### config.mk
export PLATFORM = sky130hd
export DESIGN_NAME = fma_special_result
export DESIGN_NICKNAME = d
export VERILOG_FILES = /design/src/rtl/fma_special_result_pkg.sv /design/src/rtl/fma_special_sel.sv /design/src/rtl/fma_special_result.sv
export SDC_FILE = /design/constraint.sdc
export NUM_CORES = 1
export LEC_CHECK = 0
export CORE_MARGIN = 3
export CORE_UTILIZATION = 50
export DETAILED_ROUTE_END_ITERATION = 12
export DONT_BUFFER_PORTS = 1
export GPL_ROUTABILITY_DRIVEN = 1
export PLACE_DENSITY_LB_ADDON = 0.25
export SYNTH_ARGS = -nofsm -noshare
export SYNTH_HDL_FRONTEND = slang
export SYNTH_SLANG_ARGS = --single-unit
export TNS_END_PERCENT = 50
### constraint.sdc
create_clock -name clk -period 3.4 [get_ports clk]
set_input_delay 0.68 -clock clk [delete_from_list [all_inputs] [get_ports clk]]
set_output_delay 0.68 -clock clk [all_outputs]
set_load 0.03 [all_outputs]
### src/rtl/fma_special_result_pkg.sv
`default_nettype none
// ============================================================================
//  Module      : fma_special_result_pkg
//  Description : Shared FPU constants and types for the FMA special-case path.
//                Holds the classifier flag bundle and the stage-1 record.
//  Revision    : 1.0  initial release
// ============================================================================
package fma_special_result_pkg;

  localparam logic [63:0] CANON_NAN64   = 64'h7FF8_0000_0000_0000;
  localparam logic [10:0] EXP_ALLONES64 = 11'h7FF;
  localparam logic [2:0]  RM_RDN        = 3'b010;

  // Flags produced by the upstream operand classifier
  typedef struct packed {
    logic xzero;
    logic yzero;
    logic zzero;
    logic xnan;
    logic ynan;
    logic znan;
    logic xinf;
    logic yinf;
    logic zinf;
  } fma_class_t;

  // Pre-decoded facts carried from stage 1 into the stage-2 result mux
  typedef struct packed {
    logic        ps;        // effective product sign
    logic        zs;        // effective addend sign
    logic        snan_any;  // any operand is a signalling NaN
    logic        nan_any;   // any operand is a NaN
    logic        prodinf;   // product is infinite (no NaN present)
    logic        inv_mul;   // 0 * inf
    logic        inv_add;   // inf - inf
    logic        pzero;     // product is exactly zero
    logic        zzero;     // addend is exactly zero
    logic        zinf;      // addend is infinite
    logic        rdn;       // rounding toward -inf
    logic [63:0] nan_val;   // NaN to emit when a NaN operand is present
    logic [62:0] z_mag;     // addend magnitude for the zero-product case
  } fma_s1_t;

  // Force the quiet bit of a double NaN
  function automatic logic [63:0] quiet_nan(input logic [63:0] v);
    logic [63:0] q;
    q     = v;
    q[51] = 1'b1;
    return q;
  endfunction

endpackage
`default_nettype wire

### src/rtl/fma_special_sel.sv
`default_nettype none
// ============================================================================
//  Module      : fma_special_sel
//  Description : Combinational priority mux picking the FMA special-case
//                result, bypass select and invalid flag from stage-1 facts.
//  Revision    : 1.0  initial release
// ============================================================================
module fma_special_sel
  import fma_special_result_pkg::*;
(
  input  fma_s1_t     i_s1,
  output logic        o_use_special,
  output logic [63:0] o_result,
  output logic        o_invalid
);

  // First matching case wins; invalid operations outrank NaN propagation
  always_comb begin
    o_use_special = 1'b1;
    o_result      = '0;
    o_invalid     = 1'b0;
    if (i_s1.inv_mul | i_s1.inv_add) begin
      o_result  = CANON_NAN64;
      o_invalid = 1'b1;
    end else if (i_s1.nan_any) begin
      o_result  = i_s1.nan_val;
      o_invalid = i_s1.snan_any;
    end else if (i_s1.prodinf) begin
      o_result = {i_s1.ps, EXP_ALLONES64, 52'b0};
    end else if (i_s1.zinf) begin
      o_result = {i_s1.zs, EXP_ALLONES64, 52'b0};
    end else if (i_s1.pzero & i_s1.zzero) begin
      // Exact zero sum: like signs keep the sign, unlike signs give -0 only under RDN
      o_result = {((i_s1.ps == i_s1.zs) ? i_s1.ps : i_s1.rdn), 63'b0};
    end else if (i_s1.pzero) begin
      o_result = {i_s1.zs, i_s1.z_mag};
    end else begin
      o_use_special = 1'b0;
    end
  end

endmodule
`default_nettype wire

### src/rtl/fma_special_result.sv
`default_nettype none
// ============================================================================
//  Module      : fma_special_result
//  Description : Two-stage valid/ready pipeline producing the FMA special-case
//                result, bypass select, invalid flag and sticky NV flag.
//  Revision    : 1.0  initial release
// ============================================================================
module fma_special_result
  import fma_special_result_pkg::*;
#(
  parameter bit PROPAGATE_NAN = 1'b0
) (
  input  logic        clk,
  input  logic        reset_n,
  input  logic        in_valid,
  output logic        in_ready,
  input  logic [63:0] x,
  input  logic [63:0] y,
  input  logic [63:0] z,
  input  logic        xzero,
  input  logic        yzero,
  input  logic        zzero,
  input  logic        xnan,
  input  logic        ynan,
  input  logic        znan,
  input  logic        xinf,
  input  logic        yinf,
  input  logic        zinf,
  input  logic        negprod,
  input  logic        negz,
  input  logic [2:0]  rm,
  output logic        out_valid,
  input  logic        out_ready,
  output logic        use_special,
  output logic [63:0] special_result,
  output logic        invalid,
  output logic        nv_sticky,
  input  logic        nv_clear
);

  fma_class_t  w_cls;
  fma_s1_t     w_s1;
  fma_s1_t     r_s1;
  logic        r_s1_valid;
  logic        r_s2_valid;
  logic        w_s1_advance;
  logic        w_in_ready;
  logic        w_use_special;
  logic [63:0] w_result;
  logic        w_invalid;
  logic        r_use_special;
  logic [63:0] r_result;
  logic        r_invalid;
  logic        r_nv_sticky;

  assign w_cls = '{xzero: xzero, yzero: yzero, zzero: zzero,
                   xnan: xnan, ynan: ynan, znan: znan,
                   xinf: xinf, yinf: yinf, zinf: zinf};

  assign w_s1_advance = ~r_s2_valid | out_ready;
  assign w_in_ready   = ~r_s1_valid | w_s1_advance;

  // Decode the incoming operand bundle into the stage-1 record
  always_comb begin
    w_s1          = '0;
    w_s1.ps       = x[63] ^ y[63] ^ negprod;
    w_s1.zs       = z[63] ^ negz;
    w_s1.nan_any  = w_cls.xnan | w_cls.ynan | w_cls.znan;
    w_s1.snan_any = (w_cls.xnan & ~x[51]) | (w_cls.ynan & ~y[51]) | (w_cls.znan & ~z[51]);
    w_s1.prodinf  = (w_cls.xinf | w_cls.yinf) & ~w_s1.nan_any;
    w_s1.inv_mul  = (w_cls.xinf & w_cls.yzero) | (w_cls.yinf & w_cls.xzero);
    w_s1.inv_add  = w_s1.prodinf & ~w_s1.inv_mul & w_cls.zinf & (w_s1.ps ^ w_s1.zs);
    w_s1.pzero    = w_cls.xzero | w_cls.yzero;
    w_s1.zzero    = w_cls.zzero;
    w_s1.zinf     = w_cls.zinf;
    w_s1.rdn      = (rm == RM_RDN);
    w_s1.z_mag    = z[62:0];
    // NaN payload source in x, y, z priority order, quieted
    if (!PROPAGATE_NAN)  w_s1.nan_val = CANON_NAN64;
    else if (w_cls.xnan) w_s1.nan_val = quiet_nan(x);
    else if (w_cls.ynan) w_s1.nan_val = quiet_nan(y);
    else                 w_s1.nan_val = quiet_nan(z);
  end

  // Stage 1: capture a bundle whenever the stage is free or draining
  always_ff @(posedge clk or negedge reset_n) begin
    if (!reset_n) begin
      r_s1_valid <= 1'b0;
      r_s1       <= '0;
    end else if (w_in_ready) begin
      r_s1_valid <= in_valid;
      if (in_valid) r_s1 <= w_s1;
    end
  end

  fma_special_sel u_sel (
    .i_s1          (r_s1),
    .o_use_special (w_use_special),
    .o_result      (w_result),
    .o_invalid     (w_invalid)
  );

  // Stage 2: register the mux output; hold while downstream stalls
  always_ff @(posedge clk or negedge reset_n) begin
    if (!reset_n) begin
      r_s2_valid    <= 1'b0;
      r_use_special <= 1'b0;
      r_result      <= '0;
      r_invalid     <= 1'b0;
    end else if (w_s1_advance) begin
      r_s2_valid <= r_s1_valid;
      if (r_s1_valid) begin
        r_use_special <= w_use_special;
        r_result      <= w_result;
        r_invalid     <= w_invalid;
      end
    end
  end

  // Sticky NV: a consumed invalid result beats a same-cycle clear
  always_ff @(posedge clk or negedge reset_n) begin
    if (!reset_n) begin
      r_nv_sticky <= 1'b0;
    end else if (r_s2_valid & out_ready & r_invalid) begin
      r_nv_sticky <= 1'b1;
    end else if (nv_clear) begin
      r_nv_sticky <= 1'b0;
    end
  end

  assign in_ready       = w_in_ready;
  assign out_valid      = r_s2_valid;
  assign use_special    = r_use_special;
  assign special_result = r_result;
  assign invalid        = r_invalid;
  assign nv_sticky      = r_nv_sticky;

endmodule
`default_nettype wire

# ---- After elaboration in Yosys (flattened, before gate mapping)
# Index checks and enable logic that the tools add are counted.
dict set report totals {
  out_inout_bits 69
  in_bits 211
  elab_cells 74
  ff_bits 144
}
dict set report op_classes {
  reduce_logical 3
  n_eq_ne 2
  n_bitwise 33
  n_mux 17
}
# cell count
set op_table {}
lappend op_table {{$mux 64} 6}
lappend op_table {{$and 1x1->1} 12}
lappend op_table {{$mux 1} 11}
lappend op_table {{$or 1x1->1} 10}
lappend op_table {{$not 1->1} 7}
lappend op_table {{$reduce_and 2->1} 2}
lappend op_table {{$xor 1x1->1} 4}
lappend op_table {{$eq 3x2->1 const B} 1}
lappend op_table {{$reduce_bool 2->1} 1}
lappend op_table {{$eq 1x1->1} 1}

# ---- Depth between registers and ports, before layout
# Gate-level depths: netlist of the first run.
dict set report depth {
  ltp_word 7
  mapped_depth 7
  depth_no_buf 4
}

# ---- By module
# Synthesis of the first run repeated with hierarchy kept, for this count alone.
dict set report unflattened {
  cells_unflattened 511
  area_unflattened_um2 7135.6
}
# module area_each_um2 instances cells_each seq_area_each_um2
set by_module_without_submodules {}
lappend by_module_without_submodules {fma_special_result 5975.7 1 328 3603.5}
lappend by_module_without_submodules {fma_special_sel 1159.9 1 183 0.0}

# ---- Worst setup path before layout of the first run
# No wires, ideal clock.
dict set report synth_path {
  path_type {input-to-reg}
  startpoint {in out_ready}
  endpoint {reg r_s1[0] in the netlist's numbering}
  setup_ps 128
  setup_slack_ps 1286
  path_stages 5
  path_buffers 2
  arrival_ps 1987
  required_time_ps 3272
  path_cell_list {nand3b_1 nand2_1 buf_2 buf_2 mux2_1}
}
dict set report synth_via {
  elab_chain_len 3
}
# item line
set synth_lines {}
lappend synth_lines {{from (decl)} fma_special_result.sv:33} ;# input logic out_ready,
lappend synth_lines {{$or 1x1->1} fma_special_result.sv:60} ;# assign w_s1_advance = ~r_s2_valid | out_ready;
lappend synth_lines {{$or 1x1->1} fma_special_result.sv:61} ;# assign w_in_ready = ~r_s1_valid | w_s1_advance;
lappend synth_lines {{$reduce_and 2->1 (no line)} --}
lappend synth_lines {{to (signal assigned)} fma_special_result.sv:92} ;# if (in_valid) r_s1 <= w_s1;
lappend synth_lines {{to (decl)} fma_special_result.sv:43} ;# fma_s1_t r_s1;
# No other way between the ends.
# A chain may end at the register's enable or synchronous reset.

# ---- Worst setup path in the final report of the first run
dict set report layout_path {
  startpoint {reg r_s1[129] in the netlist's numbering}
  endpoint {reg r_result[20], in the netlist special_result[20]}
}
dict set report layout_via {
  elab_chain_len 6
}
# item line
set layout_lines {}
lappend layout_lines {{$and 1x1->1} fma_special_sel.sv:32} ;# end else if (i_s1.pzero & i_s1.zzero) begin
lappend layout_lines {{$mux 64} fma_special_sel.sv:32}
lappend layout_lines {{$mux 64} fma_special_sel.sv:30} ;# end else if (i_s1.zinf) begin
lappend layout_lines {{$mux 64} fma_special_sel.sv:28} ;# end else if (i_s1.prodinf) begin
lappend layout_lines {{$mux 64} fma_special_sel.sv:25} ;# end else if (i_s1.nan_any) begin
lappend layout_lines {{$mux 64} fma_special_sel.sv:22} ;# if (i_s1.inv_mul | i_s1.inv_add) begin
lappend layout_lines {{to (signal assigned)} fma_special_result.sv:114} ;# r_result <= w_result;
lappend layout_lines {{to (decl)} fma_special_result.sv:52} ;# logic [63:0] r_result;
# No other way between the ends.

==> impl_metrics.tcl, run 1 <==
set metrics [dict create \
    status "finished with violations" \
    violations "hold timing" \
    crit_arrival_ns 2.56 \
    drive_gt1_share_pct 17.3 \
    cts_made_buffers 17 \
    yosysTopAreaCell "dfrtp_1" \
    synth_warnings 0 \
    clock.fmax_mhz 448 \
    initial_core_util_pct 51.6 \
    gp_congestion 0.728 \
    finalMaxSlewViolations 0 \
    first_global_vias 3735 \
    core_area_sq_um 11500 \
    std_cell_rows 39 \
    criticalPathCategory "reg2reg" \
    grt_use_total_pct 19.9 \
    rsz0062_at_grt "no" \
    dp_cells 612 \
    fin_worst_skew_ns 0.0109 \
    worst_pin_slew_ns 0.926 \
    crit_family "simple AND/OR/NAND/NOR gates" \
    setup_viol 0 \
    clk_latency_ns 0.42 \
    vdd_ir_drop_max_mv 0.379 \
    synthTopCellsByArea "dfrtp_1 61%, mux2_1 12%, o21ai_2 7.4%, nand2_1 7.3%, o211ai_1 1.4%" \
    drc 0 \
    reg2reg_slack_ns 1.17 \
    htreeDepth 4 \
    synthCells 498 \
    start_kind "register" \
    final_cells 642 \
    ff2ff_path_depth 4 \
    tns_ns 0 \
    crit_slowest_cell "or4_4" \
    die_area_sq_um 13200 \
    die_width_microns 115 \
    synth_edf_count 0 \
    cellLeakagePower_uw 0.00283 \
    numPortBuffers 0 \
    antenna_found_initial 2 \
    worstHoldPathType "in2async" \
    routedWlPerCell_microns 19.4 \
    timing.final.crit_share_pct 65.7 \
    io-pin-count 280 \
    yosysSeqAreaShare_pct 60.7 \
    first_iter_violations 210 \
    routed_via_density 5.67 \
    post-cts-setup-buffers 0 \
    totalWireLength_microns 12500 \
    relSlewSlack_pct 38.3 \
    synth_top_flop_cell "dfrtp_1" \
    die_h_microns 115 \
    r2r_start "r_s1[129]" \
    areaGrowthSynthToFinish_pct 10.8 \
    synthArstFlopShare_pct 100 \
    grt_pass1_wl_microns 19900 \
    critical_path.cell_chain "and2b_1, nand2_1, or4_4, o21ai_2" \
    power_density_nw_per_um2 660 \
    crit_path_max_fanout 51 \
    clkSinkCount 144 \
    via_count 3640 \
    ys_types 36 \
    ctsRootBufferMaster "clkbuf_16" \
    max_stage_delay_ns 0.82 \
    multi_input_area_sq_um 2150 \
    place_hpwl_microns 8160 \
    required_ns 3.73 \
    timing.rr.end "special_result[20]" \
    synth.net_count 709 \
    whs_ns -0.0401 \
    synth_area_per_cell_sq_um 11.9 \
    max-clock-path-buffers 2 \
    ys_ff_latch 144 \
    cap_violations 0 \
    post-route-util_pct 57.1 \
    seqCellArea_sq_um 3600 \
    cp-end-kind "register" \
    postRouteAntennaNets 0 \
    first_pass_iters 4 \
    fill_cells 991 \
    grt_max_degree 145 \
    cts.repair.resized 0 \
    cts_tree "done" \
    grt-ovfl-total 0 \
    num-nets-final 699 \
    clkSlewWorstSetupHoldPaths_ns 0.05 \
    yosysTopAreaCellShare_pct 60.7 \
    final_hold_viol_count 144 \
    path_buf_inv 0 \
    synth.cell_area_sq_um 5940 \
    period_needed_ns 2.23 \
]
cell families after synthesis:
logic type | Yosys count | synth area share [%]
AOI/OAI and AO/OA | 105 | 13.4
xor gates and xnor gates | 4 | 0.590
buffers and inverters | 40 | 3.37
DFF | 144 | 60.7
muxes | 65 | 12.3
and+or+nand+nor | 140 | 9.63
worst reg2reg max path, delay by kind of cell (launching register included):
| kind | cells | cell delay (ns) |
|---|---|---|
| AOI/OAI and AO/OA | 1 | 0.30 |
| DFF | 1 | 0.41 |
| and+or+nand+nor | 3 | 1.44 |
stage by stage:
| stage | worst slack [ns] | hold slack [ns] | power (uW) | cell area, sq um |
|---|---|---|---|---|
| after detailed placement | 1.16 | 0.387 | 2590 | 6010 |
| after global routing | 1.02 | -0.0662 | 4550 | 6580 |
| final | 1.17 | -0.0401 | 4340 | 6580 |
| after CTS | 1.16 | -0.0621 | 4400 | 6580 |
| after global placement | 1.19 | 0.388 | 2570 | 6010 |
| after floorplan | 1.29 | 0.384 | 2480 | 5940 |
flip-flops by register name, summed over array words and instances (netlist names):
name and count:
special_result 64, out_valid 1, r_s1 75, r_s1_valid 1, invalid 1, nv_sticky 1, use_special 1
cell usage after synthesis (4+ instances only):
cell	count
a21oi_1	11
buf_2	10
buf_6	5
clkbuf_1	17
dfrtp_1	144
inv_1	6
mux2_1	65
nand2_1	116
nand2b_1	4
nor2_1	8
o211ai_1	11
o21a_1	11
o21ai_0	5
o21ai_1	7
o21ai_2	50
where the power goes:
part	total (uW)	leakage (uW)	internal, uW	switching, uW
logic	393	0.000768	169	225
clock network	1790	0.000281	1140	648
registers	2160	0.00178	1900	260
total	4340	0.00283	3210	1130
metal layers:
metal	track usage (%)	wire length, microns
met1	24.8	5150
met2	30.4	5920
met3	9.74	1240
met4	6.81	160
met5	0	12
cell usage in the layout, fill, tap and decap left out, drive strengths merged, types with 2 or more instances in the layout:
| cell | instances |
|---|---|
| clkbuf | 23 |
| xnor2 | 3 |
| buf | 5 |
| o21a | 11 |
| nand2 | 116 |
| mux2 | 65 |
| clkinv | 3 |
| inv | 6 |
| a21oi | 11 |
| o211ai | 11 |
| a31oi | 3 |
| nand2b | 4 |
| dfrtp | 144 |
| bufinv | 2 |
| nor2 | 8 |
| o21ai | 62 |
| nor3 | 3 |
area by class of cell:
class	instances	area share (%)
sequential	144	54.8
multi-input combinational	314	32.7
clock buffer	23	7.42
tap	143	2.72
clock inverter	6	1.26
timing repair buffer	5	0.761
inverter	6	0.342
antenna	1	0.0380
how the worst max path moves through the flow:
stage | depth (start not counted) | to | start
after floorplan | 5 | r_s1[0] | out_ready
after global placement | 4 | r_s1[45] | out_ready
after detailed placement | 4 | r_s1[34] | out_ready
after CTS | 4 | special_result[33] | r_s1[129]
after global routing | 4 | special_result[4] | r_s1[129]
final | 4 | special_result[20] | r_s1[129]
(Power assumes the default switching activity.)
==> run 2: changes to the inputs <==
- clock period: 3.4 -> 2 ns (I/O delays scaled with it)
==> run 2 against run 1 <==
  * The run still ends with hold timing left
  * Sequential power increased by 69%
  * Non-clock buffer count increased by 10
  * Global-route usage increased by 0.085 points
  * Clock skew decreased by 0.0036 ns
  * Total power increased by 77%
  * Die area unchanged
  * Maximum frequency increased by 24%
  * Routed wire length increased by 0.55%
  * Via count increased by 0.27%
  * Critical path type unchanged
  * First-iteration DRC count decreased by 2.4%
==> impl_metrics.tcl, run 2 (same netlist as run 1, synthesis figures left out) <==
set metrics [dict create \
    status "finished with violations" \
    violations "hold timing" \
    cp-end-kind "register" \
    p_sw_uw 1930 \
    routedWlPerCell_microns 19.2 \
    first_pass_iters 4 \
    grt_use_total_pct 20.0 \
    timing.final.crit_share_pct 89.9 \
    die_h_microns 115 \
    dp_cells 622 \
    antenna_found_initial 0 \
    criticalPathCategory "reg2reg" \
    worstHoldPathType "in2async" \
    relSlewSlack_pct 70.2 \
    ff2ff_path_depth 5 \
    diodes 0 \
    areaGrowthSynthToFinish_pct 13.7 \
    p_total_uw 7710 \
    grt_max_degree 145 \
    period_needed_ns 1.80 \
    first_iter_violations 205 \
    first_global_vias 3863 \
    postRouteAntennaNets 0 \
    required_ns 2.33 \
    crit_arrival_ns 2.13 \
    crit_path_max_fanout 20 \
    gp_congestion 0.747 \
    ctsRootBufferMaster "clkbuf_16" \
    vdd_ir_drop_max_mv 0.681 \
    pwr-share-comb_pct 9.6 \
    largest_reg_flops 75 \
    final_cells 653 \
    seqPwrFrac_pct 47.4 \
    grt-ovfl-total 0 \
    rsz0062_at_grt "no" \
    io-pin-count 280 \
    whs_ns -0.314 \
    power_density_nw_per_um2 1140 \
    via_count 3650 \
    drc 0 \
    initial_core_util_pct 51.6 \
    swShare_pct 25.1 \
    p_int_uw 5770 \
    cap_violations 0 \
    cts_tree "done" \
    max-clock-path-buffers 2 \
    r2r_start "r_s1[129]" \
    mostFrequentLayoutCells "144 x dfrtp_1, 114 x nand2_1, 65 x mux2_1, 50 x o21ai_2, 17 x clkbuf_16" \
    std_cell_rows 39 \
    clkSinkCount 144 \
    place_hpwl_microns 8560 \
    final_common_cell "dfrtp_1" \
    grt_pass1_wl_microns 20100 \
    drive_gt1_share_pct 18.6 \
    numPortBuffers 0 \
    die_area_sq_um 13200 \
    clock.fmax_mhz 556 \
    core_area_sq_um 11500 \
    post-cts-setup-buffers 0 \
    die_width_microns 115 \
    worst_pin_slew_ns 0.443 \
    tns_ns 0 \
    final_hold_viol_count 144 \
    num-nets-final 709 \
    htreeDepth 4 \
    cellLeakagePower_uw 0.00292 \
    totalWireLength_microns 12500 \
    finalMaxSlewViolations 0 \
    fin_worst_skew_ns 0.00729 \
    start_kind "register" \
    crit_start "r_s1[129]" \
    clk_latency_ns 0.41 \
    clkSlewWorstSetupHoldPaths_ns 0.06 \
    clockPowerShare_pct 43.0 \
    routed_via_density 5.59 \
    cts_made_buffers 17 \
    top_register "r_s1" \
    post-route-util_pct 58.7 \
    setup_viol 0 \
]
## run 2: final timing paths
kind	to	slack [ns]
setup / recovery	special_result[38]	0.20
hold / removal	special_result[26]	-0.31
setup reg to reg	special_result[38]	0.20
hold reg to reg	r_s1[114]	0.48
max in group asynchronous	special_result[14]	2.11
min in group clk	r_s1_valid	0.10
## run 2: power groups by stage
stage | sequential (uW) | combinational (uW) | clock [uW]
finish | 3650 | 738 | 3320
global placement | 3690 | 716 | 0
CTS | 3660 | 752 | 3390
global route | 3700 | 835 | 3510
floorplan | 3630 | 579 | 0
detailed placement | 3710 | 744 | 0
## run 2: area by class of cell
cell class / count / area [sq um]
repair buffers: 15 / 175
clock inverters: 5 / 125
multi-input cells: 314 / 2150
clock buffers: 26 / 499
fillers: 962 / 4760
well taps: 143 / 179
inverters: 6 / 22.5
flip-flops and latches: 144 / 3600
## run 2: per-layer routing
metal	global-route usage (%)	up-vias	wire, microns	share of wire [%]
met5	0	-	0	0
li1	-	1709	-	-
met2	31.2	119	6020	48
met4	7.75	0	127	1.0
met3	8.37	10	1120	8.9
met1	24.9	1812	5270	42
## run 2: worst max-delay path, stage by stage (launching register included)
cell	delay [ns]
dfrtp_1	0.42
and2b_1	0.26
nand2_1	0.07
or4_4	0.58
buf_12	0.23
o21ai_2	0.15
## run 2: timing repair
item                       CTS  global route
gates resized for setup      0             0
hold endpoints to repair   144           144
setup endpoints to repair    0             0
## run 2: metrics by stage
step | instance area [sq um] | setup WS [ns]
after floorplan | 5940 | 0.0379
after global placement | 6130 | 0.274
after detailed placement | 6130 | 0.255
after CTS | 6760 | 0.198
after global routing | 6760 | 0.115
final | 6760 | 0.202
